$ cat config.mk
export PLATFORM = sky130hd
export DESIGN_NAME = io_pinmux
export DESIGN_NICKNAME = d
export VERILOG_FILES = /design/src/rtl/io_pinmux_pkg.sv /design/src/rtl/io_pinmux_sync.sv /design/src/rtl/io_pinmux.sv
export SDC_FILE = /design/constraint.sdc
export NUM_CORES = 1
export LEC_CHECK = 0
export ABC_CLOCK_PERIOD_IN_PS = 4000
export CAP_MARGIN = 40
export CORE_AREA = 4 4 252 254
export CTS_CLUSTER_SIZE = 16
export DETAILED_ROUTE_END_ITERATION = 8
export DIE_AREA = 0 0 256 258
export HOLD_SLACK_MARGIN = 0.02
export PLACE_DENSITY = 0.5
export SYNTH_ARGS = -nofsm -noshare
export SYNTH_HDL_FRONTEND = slang
export SYNTH_SLANG_ARGS = --single-unit
$ cat constraint.sdc
create_clock -name HCLK -period 4 [get_ports HCLK]
set_input_delay 0.8 -clock HCLK [delete_from_list [all_inputs] [get_ports HCLK]]
set_output_delay 0.8 -clock HCLK [all_outputs]
set_load 0.01 [all_outputs]
$ cat src/rtl/io_pinmux_pkg.sv
// Register offsets, lock key and SEL-word geometry helpers shared by the io_pinmux files.
package io_pinmux_pkg;

  localparam logic [7:0] CTRL_OFF = 8'h00;
  localparam logic [7:0] STAT_OFF = 8'h04;
  localparam logic [7:0] SEL_BASE = 8'h10;
  localparam logic [7:0] LOCK_KEY = 8'hA5;

  // Number of SW-bit pad fields that fit in one 32-bit SEL word.
  function automatic int pins_per_word(input int sw);
    return 32 / sw;
  endfunction

  function automatic int sel_words(input int npins, input int sw);
    return (npins + pins_per_word(sw) - 1) / pins_per_word(sw);
  endfunction

endpackage

$ cat src/rtl/io_pinmux_sync.sv
// Multi-stage input synchroniser for the pad inputs; every stage clears on reset.
module io_pinmux_sync
  import io_pinmux_pkg::*;
#(
  parameter int NPINS       = 38,
  parameter int SYNC_STAGES = 2
) (
  input  logic             i_clk,
  input  logic             i_rst_n,
  input  logic [NPINS-1:0] i_d,
  output logic [NPINS-1:0] o_q
);

  logic [NPINS-1:0] r_stage [SYNC_STAGES];

  always_ff @(posedge i_clk or negedge i_rst_n) begin
    if (!i_rst_n) begin
      for (int i = 0; i < SYNC_STAGES; i++) begin
        r_stage[i] <= '0;
      end
    end else begin
      r_stage[0] <= i_d;
      for (int i = 1; i < SYNC_STAGES; i++) begin
        r_stage[i] <= r_stage[i-1];
      end
    end
  end

  assign o_q = r_stage[SYNC_STAGES-1];

endmodule

$ cat src/rtl/io_pinmux.sv
// APB-programmable pad multiplexer: per-pad function select, global output enable,
// tri-state guard after reselection and a sticky configuration lock.
module io_pinmux
  import io_pinmux_pkg::*;
#(
  parameter int               NPINS       = 38,
  parameter int               NFUNC       = 4,
  parameter int               SYNC_STAGES = 2,
  parameter int               GUARD       = 4,
  parameter logic [NFUNC-1:0] IN_IDLE     = {{(NFUNC-1){1'b1}}, 1'b0}
) (
  input  logic                   HCLK,
  input  logic                   HRESETn,
  input  logic                   PSEL,
  input  logic                   PENABLE,
  input  logic                   PWRITE,
  input  logic [7:0]             PADDR,
  input  logic [31:0]            PWDATA,
  output logic [31:0]            PRDATA,
  output logic                   PREADY,
  output logic                   PSLVERR,
  input  logic [NFUNC*NPINS-1:0] func_out,
  input  logic [NFUNC*NPINS-1:0] func_oe,
  output logic [NFUNC*NPINS-1:0] func_in,
  input  logic [NPINS-1:0]       io_in,
  output logic [NPINS-1:0]       io_out,
  output logic [NPINS-1:0]       io_oeb
);

  localparam int              SW       = $clog2(NFUNC);
  localparam int              PPW      = pins_per_word(SW);
  localparam int              NWORDS   = sel_words(NPINS, SW);
  localparam int              FLATW    = NWORDS * 32;
  localparam int              GW       = $clog2(GUARD + 1);
  localparam logic [7:0]      SEL_END  = SEL_BASE + 8'(4 * NWORDS);
  localparam logic [GW-1:0]   GUARD_LD = GW'(GUARD);

  logic [NPINS-1:0][SW-1:0] r_sel;
  logic                     r_out_en;
  logic                     r_locked;
  logic [GW-1:0]            r_gcnt;
  logic [NPINS-1:0]         r_pend;
  logic [NPINS-1:0]         r_io_out;
  logic [NPINS-1:0]         r_io_oeb;

  logic [NPINS-1:0][SW-1:0] w_sel_next;
  logic [NPINS-1:0]         w_chg;
  logic [NPINS-1:0]         w_out_mux;
  logic [NPINS-1:0]         w_oe_mux;
  logic [NPINS-1:0]         w_sync;
  logic [NPINS-1:0]         w_pend_next;
  logic [GW-1:0]            w_gcnt_next;
  logic                     w_any_chg;
  logic                     w_out_en_next;
  logic                     w_locked_next;
  logic                     w_access;
  logic                     w_wr;
  logic                     w_ctrl_wr;
  logic                     w_sel_wr;
  logic                     w_hit_ctrl;
  logic                     w_hit_stat;
  logic                     w_hit_sel;
  logic [7:0]               w_sel_off;
  logic [5:0]               w_word;
  logic [FLATW-1:0]         w_sel_flat;
  logic [31:0]              w_rdata;

  // APB decode; accesses always complete with zero wait states
  assign w_access   = PSEL & PENABLE;
  assign w_wr       = w_access & PWRITE;
  assign w_sel_off  = PADDR - SEL_BASE;
  assign w_word     = w_sel_off[7:2];
  assign w_hit_ctrl = (PADDR == CTRL_OFF);
  assign w_hit_stat = (PADDR == STAT_OFF);
  assign w_hit_sel  = (PADDR >= SEL_BASE) && (PADDR < SEL_END) && (w_sel_off[1:0] == 2'b00);
  assign w_ctrl_wr  = w_wr & w_hit_ctrl;
  assign w_sel_wr   = w_wr & w_hit_sel & ~r_locked;

  assign PREADY  = 1'b1;
  assign PSLVERR = w_access & (~(w_hit_ctrl | w_hit_stat | w_hit_sel) |
                               (PWRITE & r_locked & (w_hit_ctrl | w_hit_sel)));

  for (genvar gi = 0; gi < NPINS; gi++) begin : g_pad
    localparam int WI = gi / PPW;
    localparam int FI = gi % PPW;
    logic [NFUNC-1:0] w_fo;
    logic [NFUNC-1:0] w_foe;

    for (genvar gj = 0; gj < NFUNC; gj++) begin : g_fn
      assign w_fo[gj]               = func_out[gj*NPINS + gi];
      assign w_foe[gj]              = func_oe[gj*NPINS + gi];
      assign func_in[gj*NPINS + gi] = (r_sel[gi] == SW'(gj)) ? w_sync[gi] : IN_IDLE[gj];
    end

    assign w_sel_next[gi] = (w_sel_wr && (w_word == 6'(WI))) ? PWDATA[FI*SW +: SW] : r_sel[gi];
    assign w_chg[gi]      = (w_sel_next[gi] != r_sel[gi]);
    // The new selection drives the mux on the same edge the write lands
    assign w_out_mux[gi]  = w_fo[w_sel_next[gi]];
    assign w_oe_mux[gi]   = w_foe[w_sel_next[gi]];
  end

  assign w_any_chg = |w_chg;

  // pend is held one cycle past gcnt reaching zero so the pad stays
  // tri-stated through the final guard cycle.
  always_comb begin
    w_gcnt_next = r_gcnt;
    w_pend_next = r_pend;
    if (w_any_chg) begin
      w_gcnt_next = GUARD_LD;
      w_pend_next = r_pend | w_chg;
    end else if (r_gcnt != '0) begin
      w_gcnt_next = r_gcnt - 1'b1;
    end else begin
      w_pend_next = '0;
    end
  end

  assign w_out_en_next = (w_ctrl_wr & ~r_locked) ? PWDATA[0] : r_out_en;
  assign w_locked_next = r_locked | (w_ctrl_wr & (PWDATA[15:8] == LOCK_KEY));

  always_ff @(posedge HCLK or negedge HRESETn) begin
    if (!HRESETn) begin
      r_sel    <= '0;
      r_out_en <= 1'b0;
      r_locked <= 1'b0;
      r_gcnt   <= '0;
      r_pend   <= '0;
      r_io_out <= '0;
      r_io_oeb <= '1;
    end else begin
      r_sel    <= w_sel_next;
      r_out_en <= w_out_en_next;
      r_locked <= w_locked_next;
      r_gcnt   <= w_gcnt_next;
      r_pend   <= w_pend_next;
      r_io_out <= w_out_mux;
      r_io_oeb <= ~(w_oe_mux & {NPINS{w_out_en_next}} & ~w_pend_next);
    end
  end

  assign io_out = r_io_out;
  assign io_oeb = r_io_oeb;

  io_pinmux_sync #(
    .NPINS       (NPINS),
    .SYNC_STAGES (SYNC_STAGES)
  ) u_sync (
    .i_clk   (HCLK),
    .i_rst_n (HRESETn),
    .i_d     (io_in),
    .o_q     (w_sync)
  );

  // Fields of non-existent pads in the last SEL word read back as zero
  assign w_sel_flat = FLATW'(r_sel);

  always_comb begin
    w_rdata = '0;
    if (w_hit_ctrl) begin
      w_rdata[0] = r_out_en;
    end else if (w_hit_stat) begin
      w_rdata[1:0] = {r_locked, (r_gcnt != '0)};
    end else if (w_hit_sel) begin
      w_rdata = w_sel_flat[w_word*32 +: 32];
    end
  end

  assign PRDATA = (w_access & ~PWRITE) ? w_rdata : 32'h0;

endmodule

==> run_results.csv <==
group,metric,value,unit
run_status,status,"finished, final reports clean",
timing,fin_ws,0.08247,ns
yosys,ys_warn_count,0,
pwr,max-vdd-ir-drop,219.1,uV
critical_path,cp.depth,10,
cts,cts_root_buffer,"clkbuf_16",
critical_path,crit_path_start,"PADDR[0]",
route,viasPerCell,4.582,
critical_path,cp.arrival,3.12,ns
worst_hold_path,hold_class,"primary input to async pin",
timing,max_clock_freq,255.3,MHz
critical_path,path_cells,"clkdlybuf4s15_1 -> or4_4 -> a211o_1 -> a31oi_2 -> and3_4 -> nand3_4 -> or2_4 -> buf_16 -> nor2_4 -> buf_6",
cts,cts_sinks,271,
place,post-dp-hpwl,56050,um
global_route,grt_pass1_vias,14930,
final_layout,nets,2660,
final_layout,stdcell_count,3092,
yosys,avgSynthCellArea,9.991,um2
final_layout,area_delta_synth_final,68.70,%
final_layout,fillers,6079,
yosys,synthFlopType,"dfrtp_1",
route,drt-initial-drc-count,723,
die,coreArea,0.06126,mm2
critical_path,reg2reg_slack,0.61,ns
global_route,track_usage,20.34,%
timing,maxSlewViolCount,0,
die,initial_core_util,23.62,%
critical_path,worstSetupEndpointType,"output port",
die,fp.dieH,258,um
cts,cts_tree,"built",
die,fp-row-count,91,
timing,period_needed,3.918,ns
critical_path,timing.rr.end,"r_pend[18]",
timing,worstMarginPinSlew,0.8511,ns
critical_path,required,3.20,ns
timing,rsz0062_at_grt,"no",
cts,hold_buffers,0,
yosys,yosysMostFrequentCell,"dfrtp_1",
yosys,synthCells,1448,
cts,clk_path_buf_depth,3,
route,drc,0,
yosys,yosysSeqAreaShare,47.21,%
cts,clk_pin_slew,0.06,ns
critical_path,max_stage_delay,0.55,ns
yosys,synth_top_area_share,40.30,%
final_layout,drive_above_1_share,18.38,%
die,dieArea,0.06605,mm2
timing,setup_viol,0,
critical_path,startpoint_type,"primary input",
timing,final_hold_viol_count,0,
cts,htreeDepth,2,
critical_path,ff2ff_path_depth,10,
critical_path,slowest_stage,"or4_4",
die,chipWidth,256,um
die,io_pins,649,
global_route,grt_pass1_wl,100600,um
yosys,synth_area_leader_cell,"dfrtp_1",
timing,relSlewSlack,43.26,%
critical_path,path_max_fanout,8,
critical_path,cpLargestDelayFamily,"simple AND/OR/NAND/NOR gates",
yosys,ys_ff_latch,271,
global_route,antenna_found_initial,11,
cts,cts_buffers,37,
route,vias,14170,
yosys,synthTopCellsByCount,"dfrtp_1, nand2_1, nor2_1",
route,totalWireLength,70210,um
place,portBuffers,647,
global_route,grt_max_degree,85,
critical_path,r2r-start,"r_sel[17]",
yosys,synth_async_sr_flop_share,100.0,%
timing,fin_hold_ws,0.2780,ns
cts,clk_latency,0.55,ns
pwr,p_total,7.301,mW
timing,clock_skew,0.01426,ns
global_route,overflow,0,
place,post-place-ws,-0.9434,ns
yosys,synth_area_leaders,"dfrtp_1, mux2i_1, dfstp_2, nand2_1, xor2_1",
pwr,cellPowerDensity,299.2,mW/mm2
place,placed_cells,3009,
timing,setup_tns,0,ns
route,dr.pass1.iters,5,
yosys,syn_area,0.01447,mm2
timing,min_period_over_period,97.94,%
critical_path,cp_num_buf_inv,3,
yosys,synth_cell_type_count,66,
route,drtAntennaViolNets,0,
critical_path,crit_type,"primary input to output port",
yosys,synth_edf_count,0,
route,wl_per_cell,22.71,um
place,gp_congestion,0.8618,
pwr,p_leak,11.19,nW
yosys,synth_nets,1841,
run,maxCapViolCount,0,
[sequential cells by signal, summed over array words and instances, names as in the netlist]
name and cells:
u_sync.r_stage 38, r_pend 38, r_gcnt 3, r_sel 76
io_oeb 38, u_sync.o_q 38, io_out 38, r_out_en 1
r_locked 1
[worst register-to-register path: stages (launching register included)]
cell	delay, ns
dfrtp_1	0.50
xor2_1	0.23
nor4_1	0.63
buf_4	0.22
nand4_1	0.26
a21oi_1	0.29
a41oi_1	0.13
buf_4	0.17
nor2_4	0.49
buf_4	0.25
o22ai_1	0.08
[area by class of cell]
cell class,count,area [um2],area share [%]
flip-flops and latches,271,6829,27.98
well taps,790,988.4,4.050
clock buffers,62,1122,4.599
multi-input cells,1043,7179,29.42
diodes,6,15.01,0.06152
repair buffers,826,7903,32.38
inverters,88,330.3,1.353
clock inverters,6,37.54,0.1538
[cell usage in the layout (no fill, tap or decap), types with 12 or more instances in the layout]
cell type	n
inv_2	13
dfstp_2	38
mux2i_4	12
o21ai_0	23
a21oi_1	79
mux2i_1	127
inv_1	74
or3b_2	52
nor2_1	150
xor2_1	67
buf_4	163
dfrtp_1	233
nand2_1	167
clkbuf_16	39
o211ai_1	24
a31oi_1	39
nand3b_1	40
or3_1	15
mux2_2	19
clkdlybuf4s50_1	605
and3_1	20
and2_1	17
o22ai_1	19
buf_2	20
dlygate4sd2_1	14
nor3b_1	39
clkbuf_1	17
buf_12	14
a211oi_1	17
[what timing repair did]
item	4_1_cts	5_1_grt
endpoints found under the setup margin	33	22
pin swaps	7	5
gates resized for setup	119	9
setup buffers	6	2
cloned	1	0
[how the worst max path moves through the flow]
stage	end
5_1_grt	PRDATA[26]
3_5_place_dp	PRDATA[13]
2_1_floorplan	PRDATA[12]
4_1_cts	PRDATA[13]
6_report	PRDATA[13]
3_3_place_gp	PRDATA[13]
[per-stage QoR]
step           instance area [um2]  util (%)
2_1_floorplan                14470         -
3_3_place_gp                 23200     37.88
3_5_place_dp                 23200     37.88
4_1_cts                      24370     39.78
5_1_grt                      24390     39.82
6_report                     24400     39.84
[routing by layer]
metal | track usage [%] | vias up | share of wire [%]
met3 | 5.835 | 89 | 7.0
met1 | 24.61 | 6857 | 41
met2 | 35.75 | 521 | 49
met4 | 5.104 | 8 | 2.4
li1 | - | 6694 | -
met5 | 0 | - | 0.070
[where the power goes]
part / internal [mW] / switching (mW) / total [mW]
sequential: 2.83 / 0.0439 / 2.87
clock: 1.91 / 1.30 / 3.21
combinational: 0.660 / 0.556 / 1.22
total: 5.40 / 1.90 / 7.30
[cells by family (layout without fill, tap and decap cells)]
group	count (synthesis)	in the layout	share of synthesized area [%]
and+or+nand+nor	556	556	20.39
DFF	271	271	47.21
AOI/OAI and AO/OA	225	225	9.601
muxes	178	178	13.76
buffers and inverters	134	982	3.840
xor gates and xnor gates	77	77	4.662
adders and majority gates	6	6	0.5189
other	1	7	0.02592
No activity file was read; power rests on OpenSTA's default activity.
